--- config.mk ---
export PLATFORM = sky130hd
export DESIGN_NAME = pt_stage_sequencer
export DESIGN_NICKNAME = d
export VERILOG_FILES = /design/src/rtl/pt_pkg.sv /design/src/rtl/pt_sat_counter.sv /design/src/rtl/pt_stage_sequencer.sv
export SDC_FILE = /design/constraint.sdc
export NUM_CORES = 1
export LEC_CHECK = 0
export CAP_MARGIN = 20
export CORE_MARGIN = 1.5
export CORE_UTILIZATION = 50
export CTS_CLUSTER_DIAMETER = 150
export DETAILED_ROUTE_END_ITERATION = 8
export GPL_ROUTABILITY_DRIVEN = 0
export GPL_TIMING_DRIVEN = 0
export MAX_ROUTING_LAYER = met4
export PLACE_DENSITY = 0.87
export SLEW_MARGIN = 20
export SYNTH_ARGS = -nofsm -noshare
export SYNTH_HDL_FRONTEND = slang
export SYNTH_HIERARCHICAL = 1
export SYNTH_SLANG_ARGS = --single-unit
--- constraint.sdc ---
create_clock -name clk -period 3.2 [get_ports clk]
set_clock_uncertainty 0.05 [all_clocks]
set_input_delay 0.32 -clock clk [delete_from_list [all_inputs] [get_ports clk]]
set_output_delay 0.32 -clock clk [all_outputs]
set_load 0.05 [all_outputs]
--- src/rtl/pt_pkg.sv ---
// Shared definitions for the Pan-Tompkins filter chain: sequencer states
// and widths common to the sequencer and the filter stages.
package pt_pkg;

  typedef enum logic [1:0] {
    ST_IDLE = 2'd0,
    ST_WAIT = 2'd1,
    ST_SEQ  = 2'd2,
    ST_EMIT = 2'd3
  } pt_state_e;

  // Sample width used by every stage of the chain.
  localparam int DATA_WIDTH = 11;

  // Width of the dropped-sample counter (saturates at 255).
  localparam int OVR_CNT_W  = 8;

endpackage

--- src/rtl/pt_sat_counter.sv ---
// Saturating up-counter with synchronous clear; clear beats increment.
module pt_sat_counter #(
  parameter int WIDTH = 8
) (
  input  logic             clk,
  input  logic             rstn,
  input  logic             inc_i,
  input  logic             clr_i,
  output logic [WIDTH-1:0] cnt_o
);

  logic [WIDTH-1:0] cnt_q;

  // Count up on inc_i, stick at all-ones, clear has priority.
  always_ff @(posedge clk) begin
    if (!rstn) begin
      cnt_q <= '0;
    end else if (clr_i) begin
      cnt_q <= '0;
    end else if (inc_i && (cnt_q != {WIDTH{1'b1}})) begin
      cnt_q <= cnt_q + WIDTH'(1);
    end
  end

  assign cnt_o = cnt_q;

endmodule

--- src/rtl/pt_stage_sequencer.sv ---
// Per-sample sequencer for the Pan-Tompkins chain. Latches an ADC sample,
// walks a one-hot enable through the stages one per cycle, then flags the
// result valid once the filters have warmed up. Dropped samples are counted.
module pt_stage_sequencer
  import pt_pkg::*;
#(
  parameter int DATA_WIDTH = pt_pkg::DATA_WIDTH,
  parameter int NUM_STAGES = 4,
  parameter int WARMUP     = 32,
  parameter int CNT_WIDTH  = 16
) (
  input  logic                  clk,
  input  logic                  rstn,
  input  logic                  run,
  input  logic                  s_strobe,
  input  logic [DATA_WIDTH-1:0] s_data,
  input  logic                  clr_ovr,
  output logic [DATA_WIDTH-1:0] x_data,
  output logic [NUM_STAGES-1:0] stage_en,
  output logic                  busy,
  output logic                  m_valid,
  output logic                  warm,
  output logic [CNT_WIDTH-1:0]  sample_cnt,
  output logic [OVR_CNT_W-1:0]  ovr_cnt
);

  localparam int IDX_W = (NUM_STAGES > 1) ? $clog2(NUM_STAGES) : 1;
  localparam logic [IDX_W-1:0]   IDX_LAST = IDX_W'(NUM_STAGES - 1);
  localparam logic [CNT_WIDTH:0] WARM_THR = (CNT_WIDTH + 1)'(WARMUP);

  pt_state_e             state_q, state_d;
  logic [IDX_W-1:0]      idx_q, idx_d;
  logic [DATA_WIDTH-1:0] x_q, x_d;
  logic                  warm_q, warm_d;
  logic                  cnt_inc, cnt_clr, ovr_inc;
  logic [CNT_WIDTH:0]    cnt_post;
  logic                  warm_hit;

  // Post-increment sample count (saturating) used for the warm-up compare.
  always_comb begin
    cnt_post = {1'b0, sample_cnt};
    if (sample_cnt != {CNT_WIDTH{1'b1}}) cnt_post = {1'b0, sample_cnt} + (CNT_WIDTH + 1)'(1);
    warm_hit = (cnt_post >= WARM_THR) || warm_q;
  end

  // State, stage index, latched sample and warm flag.
  always_ff @(posedge clk) begin
    if (!rstn) begin
      state_q <= ST_IDLE;
      idx_q   <= '0;
      x_q     <= '0;
      warm_q  <= 1'b0;
    end else begin
      state_q <= state_d;
      idx_q   <= idx_d;
      x_q     <= x_d;
      warm_q  <= warm_d;
    end
  end

  // Next-state logic; counter strobes are decoded here as well.
  always_comb begin
    state_d = state_q;
    idx_d   = idx_q;
    x_d     = x_q;
    warm_d  = warm_q;
    cnt_inc = 1'b0;
    cnt_clr = 1'b0;
    ovr_inc = 1'b0;
    unique case (state_q)
      ST_IDLE: begin
        // Strobes are ignored here; a fresh run restarts warm-up.
        if (run) begin
          state_d = ST_WAIT;
          cnt_clr = 1'b1;
          warm_d  = 1'b0;
        end
      end
      ST_WAIT: begin
        if (!run) begin
          state_d = ST_IDLE;
        end else if (s_strobe) begin
          x_d     = s_data;
          idx_d   = '0;
          state_d = ST_SEQ;
        end
      end
      ST_SEQ: begin
        // Abort leaves stages partially updated; no valid is produced.
        if (!run) begin
          state_d = ST_IDLE;
        end else begin
          ovr_inc = s_strobe;
          if (idx_q == IDX_LAST) state_d = ST_EMIT;
          else                   idx_d   = idx_q + IDX_W'(1);
        end
      end
      ST_EMIT: begin
        // All stages have run: the sample counts and the result is out.
        cnt_inc = 1'b1;
        if (warm_hit) warm_d = 1'b1;
        if (!run) begin
          state_d = ST_IDLE;
        end else begin
          ovr_inc = s_strobe;
          state_d = ST_WAIT;
        end
      end
      default: state_d = ST_IDLE;
    endcase
  end

  pt_sat_counter #(.WIDTH(CNT_WIDTH)) u_sample_cnt (
    .clk   (clk),
    .rstn  (rstn),
    .inc_i (cnt_inc),
    .clr_i (cnt_clr),
    .cnt_o (sample_cnt)
  );

  pt_sat_counter #(.WIDTH(OVR_CNT_W)) u_ovr_cnt (
    .clk   (clk),
    .rstn  (rstn),
    .inc_i (ovr_inc),
    .clr_i (clr_ovr),
    .cnt_o (ovr_cnt)
  );

  // Outputs decode straight from registered state so the pulses are clean.
  assign stage_en = (state_q == ST_SEQ) ? (NUM_STAGES'(1) << idx_q) : '0;
  assign busy     = (state_q == ST_SEQ) || (state_q == ST_EMIT);
  assign m_valid  = (state_q == ST_EMIT) && warm_hit;
  assign warm     = warm_q;
  assign x_data   = x_q;

endmodule

==> results_dict.tcl, run 1 <==
set metrics [dict create \
    status "finished clean" \
    route.vias.total 2348 \
    cpLargestDelayFamily "buffers and inverters" \
    timing.final.ws_setup_ns 0.1622 \
    delay_of_the_slowest_cell_on_the_worst_path_ns 0.58 \
    power.density_nw_per_um2 289.4 \
    nets 360 \
    met2_usage_pct 38.89 \
    fmax_mhz 329.2 \
    globalRouteOverflowTotal 0 \
    rsz0062_at_grt "false" \
    antenna_found_initial 0 \
    via_count_of_the_first_global_routing_pass 2194 \
    grtUsageMet3_pct 4.360 \
    xor_xnor_fraction_of_synth_area_pct 1.860 \
    synthesis.area_um2 2355 \
    drt_pre_antenna_iters 8 \
    utilization_pct 69.71 \
    cp_max_fo 7 \
    postRouteAntennaNets 0 \
    start_kind "register" \
    maxCapViolations 0 \
    total_die_area_um2 5130 \
    irDropWorstVdd_v 0.0002330 \
    globalRoute.busiestLayer "met2" \
    syn-mean-instance-area_um2 8.657 \
    core_area_um2 4444 \
    crit_buf_inv 2 \
    fp.dieH_um 71.63 \
    cts.clk_slew.worst_paths_ns 0.08 \
    detailed_placer_s_ending_hpwl_um 4129 \
    drc_errors 0 \
    hold_path_class "reg2reg" \
    cp_slowest_cell "sky130_fd_sc_hd__dlygate4sd2_1" \
    synth_adder_area_share_pct 3.719 \
    number_of_register_bits_inferred_by_synthesis 40 \
    num_io_pins 58 \
    power.leakage_nw 1.096 \
    postSynth.asyncResetShare_pct 0 \
    grtUsageTotal_pct 23.77 \
    synth_compound_gate_area_share_pct 19.87 \
    transition_time_at_the_pin_with_the_least_slew_margin_ns 0.5415 \
    synth_warnings 6 \
    standard_cell_area_after_detailed_placement_um2 2990 \
    combinational_family_with_the_most_area_after_synthesis "simple AND/OR/NAND/NOR gates" \
    cp_data_arrival_time_ns 2.67 \
    worst_slew_margin_rel_pct 64.04 \
    yosysSeqAreaShare_pct 34.01 \
    maximum_number_of_pins_on_one_net_before_global_route_repair 17 \
    number_of_h_tree_branching_levels 2 \
    cts_max_path_buffers 2 \
    final.setup.tns_ns 0 \
    number_of_synthesized_flops_with_an_enable_pin 0 \
    cts_tree "done" \
    worst-endpoint-required_ns 2.83 \
    slew_viol_final 0 \
    clockRootBuffer "sky130_fd_sc_hd__clkbuf_8" \
    finalSetupViolations 0 \
    cts.sinks 40 \
    yosys_most_used_dff "sky130_fd_sc_hd__dfxtp_1" \
    clk-insertion-delay-late_ns 0.29 \
    syn-instance-count 272 \
    finalWirelength_um 5881 \
    floorplan.initialDensity_pct 52.98 \
    finalWorstPathRequiredPeriod_ns 3.038 \
    cts.hold.buffers_added 0 \
    antenna_cells 0 \
    synth_cell_types 65 \
    routedWlPerCell_um 15.08 \
    area_growth_pct 31.56 \
    grt.met1_usage_pct 29.10 \
    preCtsSetupSlack_ns 0.06767 \
    path_cells "ha_1, nand4_1, nor3_4, buf_4, a221o_2, nor4_4, a21oi_1, dlygate4sd2_1" \
    cts_inserted_buffers 5 \
    routed_via_density 6.021 \
    grt_pass1_wl_um 9584 \
    mappedNetlistNets 295 \
    synth-simple-area-share_pct 36.03 \
    timing.critical_path.to_type "output port" \
    final_area_um2 3098 \
    port-buffer-count 57 \
    path_class "reg2out" \
    ratio_of_cells_with_drive_above_1_in_the_final_layout_pct 10.65 \
    final-hold-violation-count 0 \
    mux_share_of_post_synthesis_cell_area_pct 2.125 \
    drc_violation_total_after_the_first_tritonroute_iteration 211 \
    fin_crit_sh_pct 94.93 \
    chipWidth_um 71.63 \
    fp-row-count 24 \
]
## timing repair
action                                  4_1_cts  5_1_grt
resized for setup                             2        4
setup buffers                                 0        1
endpoints found under the setup margin        1        1
pin swaps                                     0        1
## kinds of logic (layout without fill, tap and decap cells)
group	after synthesis	in the layout
compound gates	64	64
simple gates	138	138
fa+ha+maj	7	7
xor+xnor	5	5
flops	40	40
buf+inv	13	79
mux	5	5
## cell type report
class                           instances  area, um2
Timing Repair Buffer                   58      576.8
Clock buffer                            7      76.32
Buffer                                  6      30.03
Sequential cell                        40      804.5
Fill cell                             361       1346
Inverter                                7      26.28
Clock inverter                          1      8.758
Multi-Input combinational cell        219       1510
Tap cell                               52      65.06
## path summary, 6_finish.rpt
kind | from | depth (start not counted) | endpoint | slack (ns)
min | x_data[9] | 2 | x_data[9] | 0.40
min reg2reg | x_data[9] | 2 | x_data[9] | 0.40
max | u_sample_cnt/cnt_o[0] | 8 | m_valid | 0.16
max reg2reg | u_sample_cnt/cnt_o[0] | 6 | warm | 1.11
## cell usage in the layout, fill, tap and decap left out, types with 4 or more instances in the layout
master / n
sky130_fd_sc_hd__clkbuf_8: 5
sky130_fd_sc_hd__nand2_1: 39
sky130_fd_sc_hd__o21ai_0: 7
sky130_fd_sc_hd__nor2b_1: 5
sky130_fd_sc_hd__nand3_1: 7
sky130_fd_sc_hd__nor4_1: 4
sky130_fd_sc_hd__inv_1: 7
sky130_fd_sc_hd__clkbuf_1: 7
sky130_fd_sc_hd__mux2i_1: 5
sky130_fd_sc_hd__a21oi_1: 26
sky130_fd_sc_hd__nand2b_1: 6
sky130_fd_sc_hd__and2_1: 7
sky130_fd_sc_hd__clkdlybuf4s50_1: 56
sky130_fd_sc_hd__and3_1: 4
sky130_fd_sc_hd__and4_1: 6
sky130_fd_sc_hd__nand4_1: 12
sky130_fd_sc_hd__dfxtp_1: 37
sky130_fd_sc_hd__ha_1: 7
sky130_fd_sc_hd__nor3_1: 5
sky130_fd_sc_hd__nor2_1: 14
## sequential cells by signal, indices dropped and copies added, names as in the netlist
signal / cells
u_sample_cnt/cnt_o: 16
x_data: 11
idx_q: 2
u_ovr_cnt/cnt_o: 8
state_q: 2
warm: 1
## through the flow
stage | hold slack, ns | cells | total power, mW
floorplan | 0.4060 | 272 | 0.5474
global placement | 0.3904 | 381 | 0.5798
detailed placement | 0.3975 | 381 | 0.5811
CTS | 0.4068 | 389 | 0.9050
global route | 0.4294 | 390 | 0.9313
finish | 0.4039 | 390 | 0.8967
## report_power, final
group	leakage (nW)	internal (mW)	switching, mW
combinational	0.729	0.0292	0.0361
clock	0.0424	0.156	0.171
sequential	0.324	0.501	0.00319
total	1.10	0.686	0.211
## tightest hold or removal path, cell delays in order (launching register included)
cell                      delay, ns
sky130_fd_sc_hd__dfxtp_1       0.31
sky130_fd_sc_hd__nand2_1       0.05
sky130_fd_sc_hd__a21oi_1       0.05
## metal layers
layer | share of wire [%] | wire length, um
met1 | 46 | 2683
met2 | 48 | 2830
met3 | 4.8 | 280
met4 | 1.5 | 86
met5 | 0 | 0
## cells in the mapped netlist, types with 3 or more instances
cell type / number / area share, %
sky130_fd_sc_hd__nor4_1: 4 / 1.1
sky130_fd_sc_hd__nor2_1: 14 / 2.2
sky130_fd_sc_hd__dfxtp_1: 40 / 34
sky130_fd_sc_hd__or3_1: 3 / 0.80
sky130_fd_sc_hd__or4_1: 3 / 0.96
sky130_fd_sc_hd__a21oi_1: 26 / 5.5
sky130_fd_sc_hd__and3_1: 4 / 1.1
sky130_fd_sc_hd__nand4_1: 12 / 3.2
sky130_fd_sc_hd__nand3_1: 7 / 1.5
sky130_fd_sc_hd__and4_1: 6 / 2.2
sky130_fd_sc_hd__nor3_1: 5 / 1.1
sky130_fd_sc_hd__and2_1: 7 / 1.9
sky130_fd_sc_hd__clkbuf_1: 5 / 0.80
sky130_fd_sc_hd__and4_2: 3 / 1.3
sky130_fd_sc_hd__ha_1: 7 / 3.7
sky130_fd_sc_hd__o21ai_0: 7 / 1.5
sky130_fd_sc_hd__o211ai_1: 3 / 0.96
sky130_fd_sc_hd__mux2i_1: 5 / 2.1
sky130_fd_sc_hd__xor2_1: 3 / 1.1
sky130_fd_sc_hd__nand2b_1: 6 / 1.6
sky130_fd_sc_hd__nand2_1: 39 / 6.2
sky130_fd_sc_hd__inv_1: 7 / 1.1
sky130_fd_sc_hd__nor2b_1: 5 / 1.3
(Power assumes the default switching activity.)
==> run 2: changes to the inputs <==
--- a/config.mk
+++ b/config.mk
@@ -14,7 +14,7 @@
 export GPL_TIMING_DRIVEN = 0
 export MAX_ROUTING_LAYER = met4
 export PLACE_DENSITY = 0.87
-export SLEW_MARGIN = 20
+export SLEW_MARGIN = 10
 export SYNTH_ARGS = -nofsm -noshare
 export SYNTH_HDL_FRONTEND = slang
 export SYNTH_HIERARCHICAL = 1
==> results of run 2 <==
Same layout as run 1: the final DEF is identical, and so are final timing and power.
